==> src/rtl/discharge_pkg.sv <==
// Shared definitions for the EDM discharge pulse scheduler.
package discharge_pkg;

  localparam int unsigned PARAM_W = 16;

  // Bit positions inside the pending vector {wave,ip,toff,ton}
  localparam int unsigned PEND_TON  = 0;
  localparam int unsigned PEND_TOFF = 1;
  localparam int unsigned PEND_IP   = 2;
  localparam int unsigned PEND_WAVE = 3;

  typedef enum logic [1:0] {
    ST_IDLE = 2'd0,
    ST_ON   = 2'd1,
    ST_OFF  = 2'd2
  } state_t;

endpackage

==> src/rtl/discharge_pulse_scheduler_phase_timer.sv <==
// Phase timer: prescaler (0..TICK_DIV-1) feeding a 16-bit tick counter.
// A load latches the phase length and restarts counting; o_done is high in
// the last clock of a phase lasting i_len*TICK_DIV clocks.
module phase_timer
  import discharge_pkg::*;
#(
  parameter int unsigned TICK_DIV = 100
) (
  input  logic               clk,
  input  logic               rst_n,
  input  logic               i_load,
  input  logic [PARAM_W-1:0] i_len,
  input  logic               i_clear,
  output logic               o_done
);

  localparam int unsigned PW = (TICK_DIV > 1) ? $clog2(TICK_DIV) : 1;
  localparam logic [PW-1:0] PRESC_LAST = PW'(TICK_DIV - 1);

  logic [PW-1:0]      r_presc;
  logic [PARAM_W-1:0] r_ticks;
  logic [PARAM_W-1:0] r_len;
  logic               w_presc_last;
  logic [PARAM_W:0]   w_ticks_inc;

  assign w_presc_last = (r_presc == PRESC_LAST);
  assign w_ticks_inc  = {1'b0, r_ticks} + {{PARAM_W{1'b0}}, 1'b1};
  // A zero length ends after a single tick instead of wrapping the counter
  assign o_done       = w_presc_last && (w_ticks_inc >= {1'b0, r_len});

  // Prescaler and tick counter, restarted on load or clear
  always_ff @(posedge clk) begin
    if (!rst_n || i_clear || i_load) begin
      r_presc <= '0;
      r_ticks <= '0;
    end else if (w_presc_last) begin
      r_presc <= '0;
      r_ticks <= r_ticks + PARAM_W'(1);
    end else begin
      r_presc <= r_presc + PW'(1);
    end
  end

  // Phase length captured at phase entry
  always_ff @(posedge clk) begin
    if (!rst_n) begin
      r_len <= '0;
    end else if (i_load) begin
      r_len <= i_len;
    end
  end

endmodule

==> src/rtl/discharge_pulse_scheduler.sv <==
// EDM discharge pulse scheduler: start/stop arbitration, double-buffered
// Ton/Toff/Ip/waveform parameters applied at pulse-cycle boundaries, and
// ON/OFF phase sequencing.
// Optional feature macro: SHORT_ABORT_EN (short_flag ends the ON phase early).
module discharge_pulse_scheduler
  import discharge_pkg::*;
#(
  parameter int unsigned        TICK_DIV = 100,
  parameter logic [PARAM_W-1:0] DEF_TON  = 16'd5,
  parameter logic [PARAM_W-1:0] DEF_TOFF = 16'd20,
  parameter logic [PARAM_W-1:0] DEF_IP   = 16'd0,
  parameter logic [PARAM_W-1:0] DEF_WAVE = 16'd0
) (
  input  logic               clk,
  input  logic               rst_n,
  input  logic               start_spi,
  input  logic               stop_spi,
  input  logic               start_key,
  input  logic               stop_key,
  input  logic               upd_ton,
  input  logic [PARAM_W-1:0] ton_in,
  input  logic               upd_toff,
  input  logic [PARAM_W-1:0] toff_in,
  input  logic               upd_ip,
  input  logic [PARAM_W-1:0] ip_in,
  input  logic               upd_wave,
  input  logic [PARAM_W-1:0] wave_in,
  input  logic               short_flag,
  output logic               gate_on,
  output logic               pulse_start,
  output logic               running,
  output logic [PARAM_W-1:0] active_ton,
  output logic [PARAM_W-1:0] active_toff,
  output logic [PARAM_W-1:0] active_ip,
  output logic [PARAM_W-1:0] active_wave,
  output logic [3:0]         pending,
  output logic [PARAM_W-1:0] pulse_cnt,
  output logic               param_err
);

  state_t             r_state;
  state_t             w_state_nxt;

  logic [PARAM_W-1:0] r_active_ton, r_active_toff, r_active_ip, r_active_wave;
  logic [PARAM_W-1:0] r_shadow_ton, r_shadow_toff, r_shadow_ip, r_shadow_wave;
  logic [3:0]         r_pending;
  logic [PARAM_W-1:0] r_pulse_cnt;
  logic               r_pulse_start;
  logic               r_param_err;

  logic               w_start_req;
  logic               w_stop_req;
  logic               w_short_abort;
  logic               w_timer_done;
  logic               w_load;
  logic               w_clear;
  logic [PARAM_W-1:0] w_load_len;
  logic               w_enter_on;
  logic               w_apply;
  logic               w_param_err_nxt;
  logic [3:0]         w_upd;
  logic [PARAM_W-1:0] w_eff_ton;
  logic [PARAM_W-1:0] w_eff_toff;

  assign w_start_req = start_spi | start_key;
  assign w_stop_req  = stop_spi | stop_key;
  assign w_upd       = {upd_wave, upd_ip, upd_toff, upd_ton};

`ifdef SHORT_ABORT_EN
  assign w_short_abort = short_flag;
`else
  assign w_short_abort = short_flag & 1'b0;
`endif

  // Values that will be in force once pending shadows are applied
  assign w_eff_ton  = r_pending[PEND_TON]  ? r_shadow_ton  : r_active_ton;
  assign w_eff_toff = r_pending[PEND_TOFF] ? r_shadow_toff : r_active_toff;

  // Apply pending shadows every IDLE clock and at each ON entry
  assign w_apply = (r_state == ST_IDLE) || w_enter_on;

  phase_timer #(
    .TICK_DIV (TICK_DIV)
  ) u_phase_timer (
    .clk     (clk),
    .rst_n   (rst_n),
    .i_load  (w_load),
    .i_len   (w_load_len),
    .i_clear (w_clear),
    .o_done  (w_timer_done)
  );

  // FSM state register
  always_ff @(posedge clk) begin
    if (!rst_n) begin
      r_state <= ST_IDLE;
    end else begin
      r_state <= w_state_nxt;
    end
  end

  // Next-state logic, timer control and start validation
  always_comb begin
    w_state_nxt     = r_state;
    w_load          = 1'b0;
    w_load_len      = w_eff_ton;
    w_clear         = 1'b0;
    w_enter_on      = 1'b0;
    w_param_err_nxt = 1'b0;
    case (r_state)
      ST_IDLE: begin
        w_clear = 1'b1;
        if (w_start_req && !w_stop_req) begin
          if ((w_eff_ton != '0) && (w_eff_toff != '0)) begin
            w_state_nxt = ST_ON;
            w_load      = 1'b1;
            w_load_len  = w_eff_ton;
            w_enter_on  = 1'b1;
          end else begin
            w_param_err_nxt = 1'b1;
          end
        end
      end
      ST_ON: begin
        if (w_stop_req) begin
          w_state_nxt = ST_IDLE;
          w_clear     = 1'b1;
        end else if (w_timer_done || w_short_abort) begin
          w_state_nxt = ST_OFF;
          w_load      = 1'b1;
          w_load_len  = r_active_toff;
        end
      end
      ST_OFF: begin
        if (w_stop_req) begin
          w_state_nxt = ST_IDLE;
          w_clear     = 1'b1;
        end else if (w_timer_done) begin
          w_state_nxt = ST_ON;
          w_load      = 1'b1;
          w_load_len  = w_eff_ton;
          w_enter_on  = 1'b1;
        end
      end
      default: begin
        w_state_nxt = ST_IDLE;
        w_clear     = 1'b1;
      end
    endcase
  end

  // Shadow capture, pending tracking and boundary apply
  always_ff @(posedge clk) begin
    if (!rst_n) begin
      r_active_ton  <= DEF_TON;
      r_active_toff <= DEF_TOFF;
      r_active_ip   <= DEF_IP;
      r_active_wave <= DEF_WAVE;
      r_shadow_ton  <= '0;
      r_shadow_toff <= '0;
      r_shadow_ip   <= '0;
      r_shadow_wave <= '0;
      r_pending     <= '0;
    end else begin
      if (w_apply && r_pending[PEND_TON])  r_active_ton  <= r_shadow_ton;
      if (w_apply && r_pending[PEND_TOFF]) r_active_toff <= r_shadow_toff;
      if (w_apply && r_pending[PEND_IP])   r_active_ip   <= r_shadow_ip;
      if (w_apply && r_pending[PEND_WAVE]) r_active_wave <= r_shadow_wave;
      if (upd_ton)  r_shadow_ton  <= ton_in;
      if (upd_toff) r_shadow_toff <= toff_in;
      if (upd_ip)   r_shadow_ip   <= ip_in;
      if (upd_wave) r_shadow_wave <= wave_in;
      // A strobe in the apply clock survives the clear and waits for the next boundary
      r_pending <= (w_apply ? 4'b0000 : r_pending) | w_upd;
    end
  end

  // Registered strobes and ON-entry counter
  always_ff @(posedge clk) begin
    if (!rst_n) begin
      r_pulse_start <= 1'b0;
      r_param_err   <= 1'b0;
      r_pulse_cnt   <= '0;
    end else begin
      r_pulse_start <= w_enter_on;
      r_param_err   <= w_param_err_nxt;
      if (w_enter_on) r_pulse_cnt <= r_pulse_cnt + PARAM_W'(1);
    end
  end

  assign gate_on     = (r_state == ST_ON);
  assign running     = (r_state != ST_IDLE);
  assign pulse_start = r_pulse_start;
  assign param_err   = r_param_err;
  assign pulse_cnt   = r_pulse_cnt;
  assign pending     = r_pending;
  assign active_ton  = r_active_ton;
  assign active_toff = r_active_toff;
  assign active_ip   = r_active_ip;
  assign active_wave = r_active_wave;

endmodule

==> config.mk <==
export PLATFORM = sky130hd
export DESIGN_NAME = discharge_pulse_scheduler
export DESIGN_NICKNAME = d
export VERILOG_FILES = /design/src/rtl/discharge_pkg.sv /design/src/rtl/discharge_pulse_scheduler_phase_timer.sv /design/src/rtl/discharge_pulse_scheduler.sv
export SDC_FILE = /design/constraint.sdc
export NUM_CORES = 1
export LEC_CHECK = 0
export BUFFER_PORTS_ARGS = -buffer_cell sky130_fd_sc_hd__buf_2
export CAP_MARGIN = 20
export CELL_PAD_IN_SITES_DETAIL_PLACEMENT = 1
export CELL_PAD_IN_SITES_GLOBAL_PLACEMENT = 2
export CORE_AREA = 3 3 164 166
export CTS_CLUSTER_DIAMETER = 80
export CTS_CLUSTER_SIZE = 20
export DETAILED_ROUTE_END_ITERATION = 16
export DIE_AREA = 0 0 167 169
export HOLD_SLACK_MARGIN = 0.15
export PLACE_DENSITY_LB_ADDON = 0.05
export SLEW_MARGIN = 20
export SYNTH_ARGS = -nofsm -noshare
export SYNTH_HDL_FRONTEND = slang
export SYNTH_HIERARCHICAL = 1
export SYNTH_SLANG_ARGS = --single-unit
==> constraint.sdc <==
create_clock -name clk -period 5.8 [get_ports clk]
set_clock_uncertainty 0.05 [all_clocks]
set_input_delay 0.29 -clock clk [delete_from_list [all_inputs] [get_ports clk]]
set_output_delay 0.29 -clock clk [all_outputs]
set_load 0.005 [all_outputs]
==> impl_metrics.json <==
{
  "setup_viol": 0,
  "rsz0062_at_grt": "false",
  "hold_viol_final": 0,
  "die_y_um": 169,
  "grt_max_degree": 74,
  "grtUsageTotal_pct": 17.2,
  "cts_tree": "done",
  "postCtsSetupBuffers": 0,
  "place.gp.congestion": 0.744,
  "ys.flop_type": "dfxtp_1",
  "crit_chain": "ha_1, nand4_1, or3_4, or2_4, xnor2_1, ha_1, nand4_1, nor2_1, a221oi_1, o211ai_1, o21a_1, and3_1, or2_2, nand2_1, buf_4, mux2i_1, nor2_1",
  "yosysWarnings": 6,
  "numClockSinks": 191,
  "cts_inserted_buffers": 17,
  "period_share_pct": 79.8,
  "ys_seq_area_share_pct": 45.4,
  "max_stage_delay_ns": 0.44,
  "worst-setup-path-type": "reg2reg",
  "drive_above_1_share_pct": 19.8,
  "layout_commonest_cell": "dfxtp_1",
  "core_region_area_mm2": 0.0258,
  "grt_pass1_wl_um": 39200,
  "final_cells": 1475,
  "ir_worst_vdd_uv": 137,
  "p_per_area_mw_per_mm2": 266,
  "drc": 0,
  "start_kind": "register",
  "netlist_area_mm2": 0.00842,
  "io_buffer_count": 161,
  "dp_cells": 1378,
  "initialDrtViolationCount": 245,
  "power.total_w": 0.00284,
  "crit_path_max_fanout": 9,
  "synth_edf_count": 0,
  "die_area_mm2": 0.0282,
  "cp.required_ns": 6.04,
  "syn_inst": 929,
  "hpwl_um": 16800,
  "layout.nets": 1224,
  "root_buffer": "clkbuf_16",
  "dpl_cell_area_mm2": 0.00946,
  "hp-class": "in2reg",
  "syn_nets": 1027,
  "run_status": "complete, no violations",
  "worst_pin_slew_ns": 0.889,
  "postRouteAntennaNets": 0,
  "avgSynthCellArea_um2": 9.06,
  "period_needed_ns": 4.63,
  "max_slew_margin_pct": 40.8,
  "h-tree-depth": 4,
  "async_reset_ff_share_pct": 0,
  "firstDrtPassIters": 4,
  "yosysTopAreaCellShare_pct": 45.4,
  "synth_top_cell_by_area": "dfxtp_1",
  "clk_pin_slew_ns": 0.07,
  "p_leak_nw": 4.56,
  "ys_top_cells_by_area": "dfxtp_1, mux2i_1, nor2_1",
  "num_rows": 59,
  "clockBufferDepth": 2,
  "initial_core_util_pct": 32.7,
  "area_growth_pct": 26.8,
  "via_count": 7054,
  "ys_types": 58,
  "ctsResizeCount": 0,
  "grt_pass1_vias": 7190,
  "worst_setup_path_end_kind": "register",
  "drv_cap": 0,
  "final_area_mm2": 0.0107,
  "die_w_um": 167,
  "postLayoutCoreUtil_pct": 41.5,
  "final_max_slew_viol_count": 0,
  "io_pins": 163,
  "via_per_inst": 4.78,
  "ctsHoldBuffers": 64,
  "ys_ff_latch": 191,
  "most-common-layout-cells": "dfxtp_1, buf_2, nor2_1, mux2i_1, nand2_1",
  "cp.arrival_ns": 4.87,
  "antenna_found_initial": 1,
  "grt_remaining_overflow": 0,
  "clk_latency_ns": 0.43,
  "routed_wl_um": 24000,
  "timing.fmax_mhz": 216,
  "routedWlPerCell_um": 16.2,
  "tns_ns": 0,
  "critPathSlowestCell": "nand2_1"
}
## metrics by stage
stage | hold WS [ns] | worst slack [ns]
detailed placement | 0.388 | 1.16
finish | 0.217 | 1.17
CTS | 0.203 | 1.12
global placement | 0.375 | 1.19
global route | 0.232 | 0.831
floorplan | 0.368 | 1.77
## critical path, delay by kind of cell, from the launching register on
family	cells	cell delay (ns)
simple gates	9	2.14
compound gates	3	0.66
fa+ha+maj	2	0.55
flops	1	0.41
buf+inv	1	0.30
mux	1	0.21
xor+xnor	1	0.18
## kinds of logic after synthesis
family | count (synthesis) | synth area share (%)
fa+ha+maj | 23 | 3.42
buf+inv | 79 | 3.97
compound gates | 120 | 8.90
simple gates | 356 | 19.7
flops | 191 | 45.4
xor+xnor | 31 | 3.22
mux | 129 | 15.3
## where the power goes
group | total [W] | switching [W] | internal, W
Sequential | 0.00139 | 0.0000386 | 0.00136
Combinational | 0.000275 | 0.000142 | 0.000133
Clock | 0.00117 | 0.000586 | 0.000589
Total | 0.00284 | 0.000766 | 0.00208
## area by class of cell
| type | count | area (um^2) |
|---|---|---|
| multi-input combinational | 659 | 4270 |
| antenna | 1 | 2.50 |
| sequential | 191 | 3820 |
| fill | 3021 | 15100 |
| tap | 335 | 419 |
| clock buffer | 19 | 443 |
| timing repair buffer | 231 | 1490 |
| inverter | 26 | 100 |
| clock inverter | 13 | 135 |
## path summary, 6_finish.rpt
path | depth (start not counted) | to | start | slack [ns]
min reg2reg | 2 | active_ip[15] | r_shadow_ip[15] | 0.40
max reg2reg | 17 | active_toff[9] | u_phase_timer/r_ticks[0] | 1.17
min | 2 | active_ton[2] | rst_n | 0.22
max | 17 | active_toff[9] | u_phase_timer/r_ticks[0] | 1.17
## synth_stat cells, types with 17 or more instances
| master | count |
|---|---|
| o21ai_0 | 23 |
| mux2i_1 | 129 |
| dfxtp_1 | 191 |
| nand3_1 | 25 |
| nor2b_1 | 17 |
| nor2_1 | 132 |
| inv_1 | 24 |
| nand2_1 | 111 |
| clkbuf_1 | 36 |
| a21oi_1 | 58 |
| ha_1 | 23 |
| xnor2_1 | 17 |
## routing by layer
layer	wire (um)	GRT usage (%)
met4	182	3.48
met3	1020	4.18
met1	12000	23.7
met2	10700	27.5
met5	0	0
(Power assumes the default switching activity.)
